## src/rtl/sr_arb_pkg.sv

```systemverilog
// Shared types for the SR flag bank arbiter: size defaults, FSM states, latched command.
// Latency: n/a (types and helpers only).
// Backpressure: n/a.
package sr_arb_pkg;

    localparam int DEF_NREQ  = 4;
    localparam int DEF_NFLAG = 8;
    localparam int IDX_W_MAX = 5;

    typedef enum logic {
        IDLE  = 1'b0,
        APPLY = 1'b1
    } state_e;

    // idx is sized for the largest bank; smaller banks leave the upper bits zero
    typedef struct packed {
        logic                 s;
        logic                 r;
        logic [IDX_W_MAX-1:0] idx;
    } cmd_t;

    function automatic logic illegal_cmd(input cmd_t c);
        return c.s & c.r;
    endfunction

endpackage

```

## src/rtl/sr_flag_cell.sv

```systemverilog
// One SR flag held in a T-type flop: toggles when enabled and the S/R request disagrees with Q.
// Latency: new Q visible one cycle after the enabled edge.
// Backpressure: none; en is a single-cycle strobe from the bank controller.
module sr_flag_cell (
    input  logic clk,
    input  logic rst_n,
    input  logic en,
    input  logic s,
    input  logic r,
    output logic q
);

    logic q_q;
    logic q_d;
    logic t;

    always_comb begin
        t   = (r & q_q) | (s & ~q_q);
        q_d = q_q ^ (en & t);
    end

    always_ff @(posedge clk or negedge rst_n) begin
        if (!rst_n) begin
            q_q <= 1'b0;
        end else begin
            q_q <= q_d;
        end
    end

    assign q = q_q;

endmodule

```

## src/rtl/sr_bank_arbiter.sv

```systemverilog
// Round-robin arbiter feeding set/reset commands into a bank of SR flags; SR_ARB_TOGGLE_CNT_EN adds toggle_cnt.
// Latency: grant in IDLE (comb ready), flag updated at the APPLY closing edge; one command per two cycles.
// Backpressure: req_ready is one-hot in IDLE only; requesters hold valid until granted or lose their turn.
module sr_bank_arbiter
    import sr_arb_pkg::*;
#(
    parameter int NREQ  = DEF_NREQ,
    parameter int NFLAG = DEF_NFLAG
) (
    input  logic                            clk,
    input  logic                            rst,
    input  logic [NREQ-1:0]                 req_valid,
    input  logic [NREQ-1:0]                 req_s,
    input  logic [NREQ-1:0]                 req_r,
    input  logic [NREQ*$clog2(NFLAG)-1:0]   req_idx,
    output logic [NREQ-1:0]                 req_ready,
    output logic [NFLAG-1:0]                flags,
    output logic [NFLAG-1:0]                flags_bar,
    output logic                            busy,
`ifdef SR_ARB_TOGGLE_CNT_EN
    output logic [7:0]                      toggle_cnt,
`endif
    output logic                            err
);

    localparam int IW = $clog2(NFLAG);
    localparam int PW = $clog2(NREQ);

    state_e          state_q, state_d;
    logic [PW-1:0]   rr_ptr_q, rr_ptr_d;
    cmd_t            cmd_q, cmd_d;
    logic            err_q, err_d;
    logic [PW-1:0]   win;
    logic            apply;
    logic [NFLAG-1:0] cell_en;

    // First valid requester at or after start, scanning upward with wrap.
    function automatic logic [PW-1:0] rr_pick(input logic [NREQ-1:0] v,
                                              input logic [PW-1:0]   start);
        logic [PW-1:0] pick;
        logic [PW-1:0] c;
        logic          found;
        pick  = start;
        c     = start;
        found = 1'b0;
        for (int k = 0; k < NREQ; k++) begin
            if (!found && v[c]) begin
                pick  = c;
                found = 1'b1;
            end
            c = (c == PW'(NREQ-1)) ? '0 : c + PW'(1);
        end
        return pick;
    endfunction

    always_comb begin
        state_d   = state_q;
        rr_ptr_d  = rr_ptr_q;
        cmd_d     = cmd_q;
        err_d     = err_q;
        req_ready = '0;
        apply     = 1'b0;
        win       = rr_pick(req_valid, rr_ptr_q);

        case (state_q)
            IDLE: begin
                // ready is held low while reset is asserted, even though state is already IDLE
                if (rst && (|req_valid)) begin
                    req_ready[win]      = 1'b1;
                    cmd_d.s             = req_s[win];
                    cmd_d.r             = req_r[win];
                    cmd_d.idx           = '0;
                    cmd_d.idx[IW-1:0]   = req_idx[win*IW +: IW];
                    rr_ptr_d            = (win == PW'(NREQ-1)) ? '0 : win + PW'(1);
                    state_d             = APPLY;
                end
            end
            APPLY: begin
                apply   = 1'b1;
                if (illegal_cmd(cmd_q)) begin
                    err_d = 1'b1;
                end
                state_d = IDLE;
            end
            default: begin
                state_d = IDLE;
            end
        endcase
    end

    always_ff @(posedge clk or negedge rst) begin
        if (!rst) begin
            state_q  <= IDLE;
            rr_ptr_q <= '0;
            cmd_q    <= '0;
            err_q    <= 1'b0;
        end else begin
            state_q  <= state_d;
            rr_ptr_q <= rr_ptr_d;
            cmd_q    <= cmd_d;
            err_q    <= err_d;
        end
    end

    // s=r=1 never reaches the cells; it only raises err
    for (genvar i = 0; i < NFLAG; i++) begin : g_cell
        assign cell_en[i] = apply && !illegal_cmd(cmd_q) && (cmd_q.idx == IDX_W_MAX'(i));

        sr_flag_cell u_cell (
            .clk   (clk),
            .rst_n (rst),
            .en    (cell_en[i]),
            .s     (cmd_q.s),
            .r     (cmd_q.r),
            .q     (flags[i])
        );
    end

`ifdef SR_ARB_TOGGLE_CNT_EN
    logic [7:0]       toggle_cnt_q, toggle_cnt_d;
    logic [NFLAG-1:0] flip_vec;

    always_comb begin
        flip_vec     = cell_en & (({NFLAG{cmd_q.r}} & flags) | ({NFLAG{cmd_q.s}} & ~flags));
        toggle_cnt_d = toggle_cnt_q;
        if ((|flip_vec) && (toggle_cnt_q != 8'hFF)) begin
            toggle_cnt_d = toggle_cnt_q + 8'd1;
        end
    end

    always_ff @(posedge clk or negedge rst) begin
        if (!rst) begin
            toggle_cnt_q <= 8'd0;
        end else begin
            toggle_cnt_q <= toggle_cnt_d;
        end
    end

    assign toggle_cnt = toggle_cnt_q;
`endif

    assign flags_bar = ~flags;
    assign busy      = (state_q == APPLY);
    assign err       = err_q;

endmodule

```

## config.mk

```make
export PLATFORM = sky130hd
export DESIGN_NAME = sr_bank_arbiter
export DESIGN_NICKNAME = d
export VERILOG_FILES = /design/src/rtl/sr_arb_pkg.sv /design/src/rtl/sr_flag_cell.sv /design/src/rtl/sr_bank_arbiter.sv
export SDC_FILE = /design/constraint.sdc
export NUM_CORES = 1
export LEC_CHECK = 0
export ABC_CLOCK_PERIOD_IN_PS = 7200
export CORE_UTILIZATION = 39
export DETAILED_ROUTE_END_ITERATION = 7
export GPL_ROUTABILITY_DRIVEN = 0
export PLACE_DENSITY = 0.78
export SYNTH_ARGS = -nofsm -noshare
export SYNTH_HDL_FRONTEND = slang
export SYNTH_SLANG_ARGS = --single-unit
```

## constraint.sdc

```tcl
create_clock -name clk -period 7.2 [get_ports clk]
set_input_delay 1.44 -clock clk [delete_from_list [all_inputs] [get_ports clk]]
set_output_delay 1.44 -clock clk [all_outputs]
set_load 0.02 [all_outputs]
```

==> results of run 1 <==
[area by class of cell]
class                      instances  share of cell area, %
clock buffer                       4                   2.10
tap                               50                   2.92
sequential                        17                   19.9
multi-input combinational        141                   50.0
inverter                          18                   3.16
timing repair buffer              47                   22.0
[kinds of logic after synthesis]
| kind of cell | after synthesis |
|---|---|
| simple gates | 59 |
| buf+inv | 39 |
| flops | 17 |
| fa+ha+maj | 5 |
| mux | 11 |
| compound gates | 66 |
[Yosys cell counts, drive strengths merged, types with 2 or more instances]
library cell  count
nor4b             5
a211oi            5
a41oi             6
nor4              5
a2111oi           5
mux2              5
nor2b             3
inv              18
a41o             10
a31oi             9
nor2              9
a21oi             4
or2               2
o221ai            5
nand2            17
nand2b            5
a311oi            6
dfrtp            17
mux4              3
o21ai             5
buf              14
mux2i             3
ha                5
or3               2
and2              6
a21boi            5
clkbuf            7
[routing by layer]
metal  global-route usage [%]  vias to the layer above
met5                        0                        -
met4                     7.29                        0
met3                     1.83                        5
met2                     30.2                       71
met1                     23.4                      781
li1                         -                      816
[power breakdown]
group,internal (mW),total [mW],switching (mW)
registers,0.140,0.208,0.0687
clock network,0.0393,0.0693,0.0300
logic,0.317,0.731,0.413
total,0.496,1.01,0.512
[through the flow]
stage | worst slack, ns | total power [mW] | util, %
finish | 0.974 | 1.01 | 52.4
global route | 0.782 | 1.10 | 52.4
CTS | 0.998 | 1.01 | 52.4
detailed placement | 1.02 | 0.934 | 51.3
global placement | 1.11 | 0.920 | 51.3
floorplan | 2.34 | 0.758 | -
[final timing paths]
kind,from,end,slack (ns),depth (start not counted)
setup / recovery,req_valid[0],req_ready[0],0.97,10
hold / removal,err,err,0.47,1
setup reg to reg,rr_ptr_q[0],rr_ptr_q[1],3.87,9
hold reg to reg,err,err,0.47,1
max in group asynchronous,rst,busy,5.11,1
min in group asynchronous,rst,cmd_q[5],1.63,1
[sequential cells by signal, summed over array words and instances (netlist names)]
name and count:
rr_ptr_q 2, cmd_q 5, err 1, g_cell.u_cell.q 8, busy 1
[worst register-to-register path, stage by stage, from the launching register on]
cell and delay, ns:
dfrtp_1 0.59, ha_1 0.52, mux4_2 0.68, o21ai_2 0.54, nand2_1 0.27, nand2_1 0.16
nand2_1 0.08, ha_1 0.27, nand2_1 0.06, nand2_1 0.05
==> results.yml, run 1 <==
run_status:
  status: "complete, no violations"
cts:
  h-tree-depth: 1
  cts_inserted_buffers: 3
  clock_latency_ns: 0.25
  cts_setup_buffers: 0
  cts.path.max_buffers: 2
  hold_buffers: 0
  root_buffer: "clkbuf_8"
  clock-sinks: 17
  post_cts_resized: 0
  cts_tree: "done"
  clk_pin_slew_ns: 0.06
cells_and_area:
  antenna_cells: 0
  syn_to_final_growth_pct: 26.4
  nets: 259
  stdcell_count: 277
  layout_common_cells: "clkdlybuf4s50_1 (47), inv_1 (17), nand2_1 (17), dfrtp_1 (17), a41o_1 (10)"
  fill_cells: 367
  seqCellArea_sq_um: 425
  final_common_cell: "clkdlybuf4s50_1"
  drive_above_1_share_pct: 7.05
  stdcell_area_sq_um: 2140
  multiInputGateArea_sq_um: 1070
yosys:
  synth_flop_cell: "dfrtp_1"
  synth_cell_types: 46
  synthAdderAreaFrac_pct: 3.69
  netlist_instances: 197
  synth_xor_area_share_pct: 0
  synth_area_leaders: "dfrtp_1 (25%), a41o_1 (5.9%), buf_4 (4.0%), mux4_2 (4.0%), inv_1 (3.8%)"
  synthArstFlopShare_pct: 100
  ys_ff_latch: 17
  synth_area_per_cell_sq_um: 8.60
  syn-num-nets: 228
  syn_area_sq_um: 1690
  synth_area_leader_cell: "dfrtp_1"
  synthSimpleGateAreaFrac_pct: 19.2
  synth_seq_area_share_pct: 25.1
  muxShareOfSynthArea_pct: 9.08
  ys_warn_count: 0
  synth_edf_count: 0
  synth_top_family_by_area: "compound AO/OA/AOI/OAI gates"
  synth_top_cell_area_share_pct: 25.1
  synth_compound_area_share_pct: 31.2
critical_path:
  cp_top_family: "buffers and inverters"
  cp-start-kind: "input pin"
  end_kind: "primary output"
  required_ns: 5.76
  crit_fanout: 16
  crit_type: "in2out"
  worst_path_largest_cell_delay_ns: 0.61
  arrival_ns: 4.79
  cp_slowest_cell: "mux4_2"
  critical_path_buf_inv_count: 2
  crit_chain: "clkdlybuf4s50_1, nand2b_1, mux4_2, o21ai_2, nand2_1, nand2_1, and2_1, ha_1, and2_1, clkdlybuf4s50_1"
timing:
  fin_hold_ws_ns: 0.466
  timing.setup.tns_ns: 0
  fmax_mhz: 161
  period_minus_slack_ns: 6.23
  finalMaxSlewViolations: 0
  fin_crit_sh_pct: 86.5
  finalSetupViolCount: 0
  grt_setup_unrepaired: "no"
  final_hold_viol_count: 0
  max_slew_margin_pct: 44.8
  worstMarginPinSlew_ns: 0.825
  fin_skew_ns: 0.00485
detailed_routing:
  wl_met1_mm: 1.80
  avgViaCountPerCell: 6.04
  firstDrtPassIters: 4
  wl_met3_um: 259
  top_layer: "met4"
  ant_nets: 0
  wl_per_cell_um: 14.2
  dr_wl_met2_mm: 1.83
  vias: 1673
  drtIter0Drc: 109
  routed_wl_mm: 3.93
  drc: 0
grt:
  grt_overflow: 0
  antenna_found_initial: 0
  grt.total_usage_pct: 18.0
  grt_pass1_wl_mm: 6.39
  grt_pass1_vias: 1469
  grt_max_degree: 19
power:
  peakVddDrop_mv: 0.331
  power_density_nw_per_um2: 471
  power_leakage_nw: 0.916
floorplan:
  start_util_pct: 41.5
  die_x_um: 67.9
  coreArea_sq_um: 4090
  core.rowCount: 23
  die-area_sq_um: 4610
  die_y_um: 67.9
  ios: 48
placement:
  placed_area_sq_um: 2100
  port_buffers: 47
  place_inst: 273
  dp_hpwl_mm: 3.03
run:
  maxCapViolCount: 0
worst_hold_path:
  hold_class: "reg2reg"
Power figures use the tool's default switching activity.
==> run 2: changes to the inputs <==
- ABC_CLOCK_PERIOD_IN_PS: 7200 -> 5100
- PLACE_DENSITY: 0.78 -> 0.81
- clock period: 7.2 -> 5.1 ns (I/O delays scaled with it)
==> run 2 against run 1 <==
Effect of this change: clock skew shrank 0.0020 ns; sequential share of layout area shrank 0.67 points; first-iteration DRC count grew 52%; sequential power grew 34%; wire length grew 4.1%; global-route usage grew 1.3 points; critical path type unchanged.
==> results.yml, run 2 (synthesis gave the netlist of run 1 again) <==
power:
  p_int_mw: 0.755
  power_density_nw_per_um2: 678
  swShare_pct: 49.8
  peakVddDrop_mv: 0.333
  p_total_mw: 1.50
  comb_power_share_pct: 74.8
  power_leakage_nw: 0.993
  p_sw_mw: 0.748
  power_frac_seq_pct: 18.5
  pwr-share-clk_pct: 6.7
cts:
  cts_inserted_buffers: 3
  clk_pin_slew_ns: 0.06
  cts_tree: "done"
  h-tree-depth: 1
  clock_latency_ns: 0.26
  cts.path.max_buffers: 2
  hold_buffers: 0
  clock-sinks: 17
  root_buffer: "clkbuf_8"
cells_and_area:
  drive_above_1_share_pct: 11.0
  multiInputGateArea_sq_um: 1070
  antenna_cells: 0
  layout_common_cells: "clkdlybuf4s50_1 (45), inv_1 (17), nand2_1 (17), dfrtp_1 (17), a41o_1 (10)"
  nets: 268
  fill_cells: 395
  final_common_cell: "clkdlybuf4s50_1"
  syn_to_final_growth_pct: 30.8
  seqCellArea_sq_um: 425
  largest_reg_flops: 8
  stdcell_count: 286
  stdcell_area_sq_um: 2220
timing:
  grt_setup_unrepaired: "no"
  final_hold_viol_count: 0
  timing.setup.tns_ns: 0
  max_slew_margin_pct: 73.5
  finalSetupViolCount: 0
  fmax_mhz: 203
  fin_hold_ws_ns: 0.470
  finalMaxSlewViolations: 0
  fin_skew_ns: 0.00289
  fin_crit_sh_pct: 96.5
  period_minus_slack_ns: 4.92
  worstMarginPinSlew_ns: 0.387
critical_path:
  arrival_ns: 3.90
  crit_chain: "clkdlybuf4s50_1, mux2_1, mux4_2, o21ai_1, mux2_2, nor2_2, ha_1, and2_1, clkdlybuf4s50_1"
  critPathMostFrequentCell: "clkdlybuf4s50_1"
  crit_type: "in2out"
  cp-start-kind: "input pin"
  required_ns: 4.08
  end_kind: "primary output"
  worst_path_largest_cell_delay_ns: 0.60
  cp_slowest_cell: "clkdlybuf4s50_1"
  crit_fanout: 8
grt:
  grt.total_usage_pct: 19.2
  antenna_found_initial: 0
  grt_pass1_vias: 1547
  grt_overflow: 0
  grt_max_degree: 19
  grt_pass1_wl_mm: 6.84
placement:
  port_buffers: 47
  dp_hpwl_mm: 3.12
  placed_area_sq_um: 2160
  place_inst: 282
floorplan:
  die_x_um: 67.9
  coreArea_sq_um: 4090
  die_y_um: 67.9
  core.rowCount: 23
  die-area_sq_um: 4610
  ios: 48
  start_util_pct: 41.5
detailed_routing:
  dr_wl_met2_mm: 1.93
  routed_wl_mm: 4.09
  wl_met3_um: 284
  drtIter0Drc: 166
  wl_met1_mm: 1.83
  top_layer: "met4"
  wl_per_cell_um: 14.3
  avgViaCountPerCell: 5.91
  drc: 0
  vias: 1689
  ant_nets: 0
  firstDrtPassIters: 4
run_status:
  status: "complete, no violations"
worst_hold_path:
  hold_class: "reg2reg"
run:
  maxCapViolCount: 0
-- run 2: changes by cell type in the layout (fill, tap and decap cells not counted), sizes merged --
cell	change
buf	+9
clkdlybuf4s50	-2
dlymetal6s2s	+2
-- run 2: cell type report --
class / instances / area share, %
Clock buffer: 4 / 2.03
Inverter: 18 / 3.05
Multi-Input combinational cell: 141 / 48.4
Sequential cell: 17 / 19.2
Tap cell: 50 / 2.82
Timing Repair Buffer: 56 / 24.5
-- run 2: layer usage --
metal | vias to the layer above | GRT usage (%)
met5 | - | 0
met4 | 0 | 7.29
met3 | 5 | 2.17
met2 | 67 | 32.5
met1 | 778 | 24.9
li1 | 839 | -
-- run 2: timing repair --
action,in CTS,in global routing
setup buffers,0,0
resized for setup,0,3
endpoints found under the setup margin,0,4
-- run 2: stage by stage --
step	worst slack [ns]	utilization [%]
5_1_grt	0.0140	54.2
4_1_cts	0.0388	54.0
3_3_place_gp	0.117	52.9
2_1_floorplan	1.08	-
3_5_place_dp	0.0531	52.9
6_report	0.179	54.2
-- run 2: path summary, 6_finish.rpt --
check / slack, ns / startpoint / depth (start not counted) / endpoint
min in group asynchronous: 1.09 / rst / 2 / g_cell[2].u_cell.q
setup / recovery: 0.18 / req_valid[2] / 9 / req_ready[1]
max in group asynchronous: 3.83 / rst / 2 / busy
hold / removal: 0.47 / err / 1 / err
setup reg to reg: 2.11 / rr_ptr_q[1] / 7 / cmd_q[1]
hold reg to reg: 0.47 / err / 1 / err
-- run 2: power groups by stage --
stage / sequential [mW] / clock, mW / combinational (mW)
floorplan: 0.246 / 0 / 0.824
global placement: 0.275 / 0 / 1.10
detailed placement: 0.279 / 0 / 1.11
CTS: 0.278 / 0.101 / 1.12
global route: 0.290 / 0.107 / 1.24
finish: 0.278 / 0.101 / 1.12
-- run 2: worst max-delay path: cells and delay by family --
kind,cells,cell delay [ns]
muxes,3,1.23
adders and majority gates,1,0.15
and+or+nand+nor,2,0.24
buffers and inverters,2,1.10
AOI/OAI and AO/OA,1,0.16
==> run 3: changes to the inputs <==
- ABC_CLOCK_PERIOD_IN_PS: 5100 -> 5200
- PLACE_DENSITY: 0.81 -> 0.78
- clock period: 5.1 -> 5.2 ns (I/O delays scaled with it)
==> run 3 against run 2 <==
Effect of this change: cell area increased by 0.34%; critical path depth increased by 1; critical path type unchanged; combinational power about the same; clock power about the same; sequential share of layout area decreased by 0.065 points; die area unchanged; register-to-register slack improved by 0.03 ns; clock skew increased by 0.0039 ns; global-route usage increased by 0.98 points; sequential cell count unchanged; final cell count increased by 0.35%; largest cell class unchanged.
==> results.yml, run 3 (synthesis gave the netlist of run 1 again) <==
timing:
  worstMarginPinSlew_ns: 0.446
  fmax_mhz: 199
  fin_crit_sh_pct: 96.5
  fin_skew_ns: 0.00679
  finalSetupViolCount: 0
  final_hold_viol_count: 0
  max_slew_margin_pct: 69.5
  period_minus_slack_ns: 5.02
  timing.setup.tns_ns: 0
  fin_hold_ws_ns: 0.474
  grt_setup_unrepaired: "no"
  finalMaxSlewViolations: 0
critical_path:
  critPathCapture: "req_ready[2]"
  end_kind: "primary output"
  arrival_ns: 3.98
  crit_type: "in2out"
  cp-start-kind: "input pin"
  crit_fanout: 8
  rrSetupSlack_ns: 2.14
  r2r_end: "cmd_q[2]"
  critPathLaunch: "req_valid[2]"
  r2r-start: "rr_ptr_q[1]"
  r2r_cells: 8
  required_ns: 4.16
power:
  p_sw_mw: 0.740
  swShare_pct: 49.9
  pwr-share-clk_pct: 6.8
  power_density_nw_per_um2: 667
  p_total_mw: 1.48
  power_leakage_nw: 0.997
  p_int_mw: 0.744
  power_frac_seq_pct: 18.2
  comb_power_share_pct: 75.0
  peakVddDrop_mv: 0.474
detailed_routing:
  vias: 1722
  firstDrtPassIters: 4
  routed_wl_mm: 4.16
  drtIter0Drc: 151
  wl_met3_um: 251
  drc: 0
  wl_per_cell_um: 14.5
  ant_nets: 0
  avgViaCountPerCell: 6.00
  top_layer: "met4"
  wl_met1_mm: 1.83
  dr_wl_met2_mm: 2.00
floorplan:
  ios: 48
  coreArea_sq_um: 4090
  die-area_sq_um: 4610
  core.rowCount: 23
  die_y_um: 67.9
  die_x_um: 67.9
  start_util_pct: 41.5
cells_and_area:
  antenna_cells: 0
  nets: 269
  layout_common_cells: "clkdlybuf4s50_1 (45), inv_1 (17), nand2_1 (17), dfrtp_1 (17)"
  final_util_pct: 54.4
  largest_reg_flops: 8
  final_common_cell: "clkdlybuf4s50_1"
  syn_to_final_growth_pct: 31.2
  fill_cells: 391
  stdcell_area_sq_um: 2220
  drive_above_1_share_pct: 11.4
placement:
  dp_hpwl_mm: 3.25
  port_buffers: 47
  placed_area_sq_um: 2170
grt:
  grt_max_degree: 19
  grt.total_usage_pct: 20.2
  grt_overflow: 0
  grt_pass1_wl_mm: 7.15
  antenna_found_initial: 0
  grt_pass1_vias: 1581
cts:
  cts_tree: "done"
  root_buffer: "clkbuf_8"
  clock_latency_ns: 0.26
  clk_pin_slew_ns: 0.06
  cts_inserted_buffers: 3
  cts_setup_buffers: 0
  clock-sinks: 17
  cts.path.max_buffers: 2
  h-tree-depth: 1
worst_hold_path:
  hold_class: "reg2reg"
run:
  maxCapViolCount: 0
run_status:
  status: "complete, no violations"
## run 3: changes by cell type in the layout (fill, tap and decap cells not counted)
cell / previous run / this run
buf_4: 9 / 10
## run 3: timing repair
item | in CTS | in global routing
resized for setup | 0 | 3
hold buffers | 0 | 0
endpoints found under the setup margin | 0 | 3
endpoints found under the hold margin | 0 | 0
## run 3: per-layer routing
metal	track usage (%)	vias up
met1	26.5	805
met3	2.50	7
met2	33.5	69
met5	0	-
li1	-	841
met4	7.81	0
## run 3: how the worst min path moves through the flow
stage                                    end          startpoint  slack, ns  depth (start not counted)
after detailed placement                 err                 err       0.47                          1
after global placement                   err                 err       0.46                          1
after CTS                                err                 err       0.48                          1
final                                    err                 err       0.47                          1
after global routing                     err                 err       0.51                          1
after floorplan           g_cell[0].u_cell.q  g_cell[0].u_cell.q       0.47                          1
## run 3: worst max-delay path, stage by stage
cell	delay (ns)
clkdlybuf4s50_1	0.51
mux2_1	0.36
mux4_2	0.49
o21ai_1	0.16
mux2_2	0.37
nor2_2	0.13
inv_1	0.08
ha_1	0.19
and2_1	0.12
clkdlybuf4s50_1	0.53
## run 3: cell type report
class / count / area [sq um] / share of cell area [%]
Timing Repair Buffer: 57 / 551 / 24.8
Clock buffer: 4 / 45.0 / 2.03
Inverter: 18 / 67.6 / 3.04
Multi-Input combinational cell: 141 / 1070 / 48.2
Sequential cell: 17 / 425 / 19.1
Tap cell: 50 / 62.6 / 2.81
## run 3: stage by stage
stage	worst slack, ns	cells
6_report	0.182	287
5_1_grt	0.0194	287
4_1_cts	0.100	287
3_5_place_dp	0.0977	283
3_3_place_gp	0.171	283
2_1_floorplan	1.14	197
## run 3: power groups by stage
stage	Clock [mW]	Combinational [mW]	Sequential, mW
3_5_place_dp	0	1.10	0.271
2_1_floorplan	0	0.808	0.241
6_report	0.101	1.11	0.270
5_1_grt	0.108	1.23	0.282
3_3_place_gp	0	1.08	0.270
4_1_cts	0.102	1.11	0.270
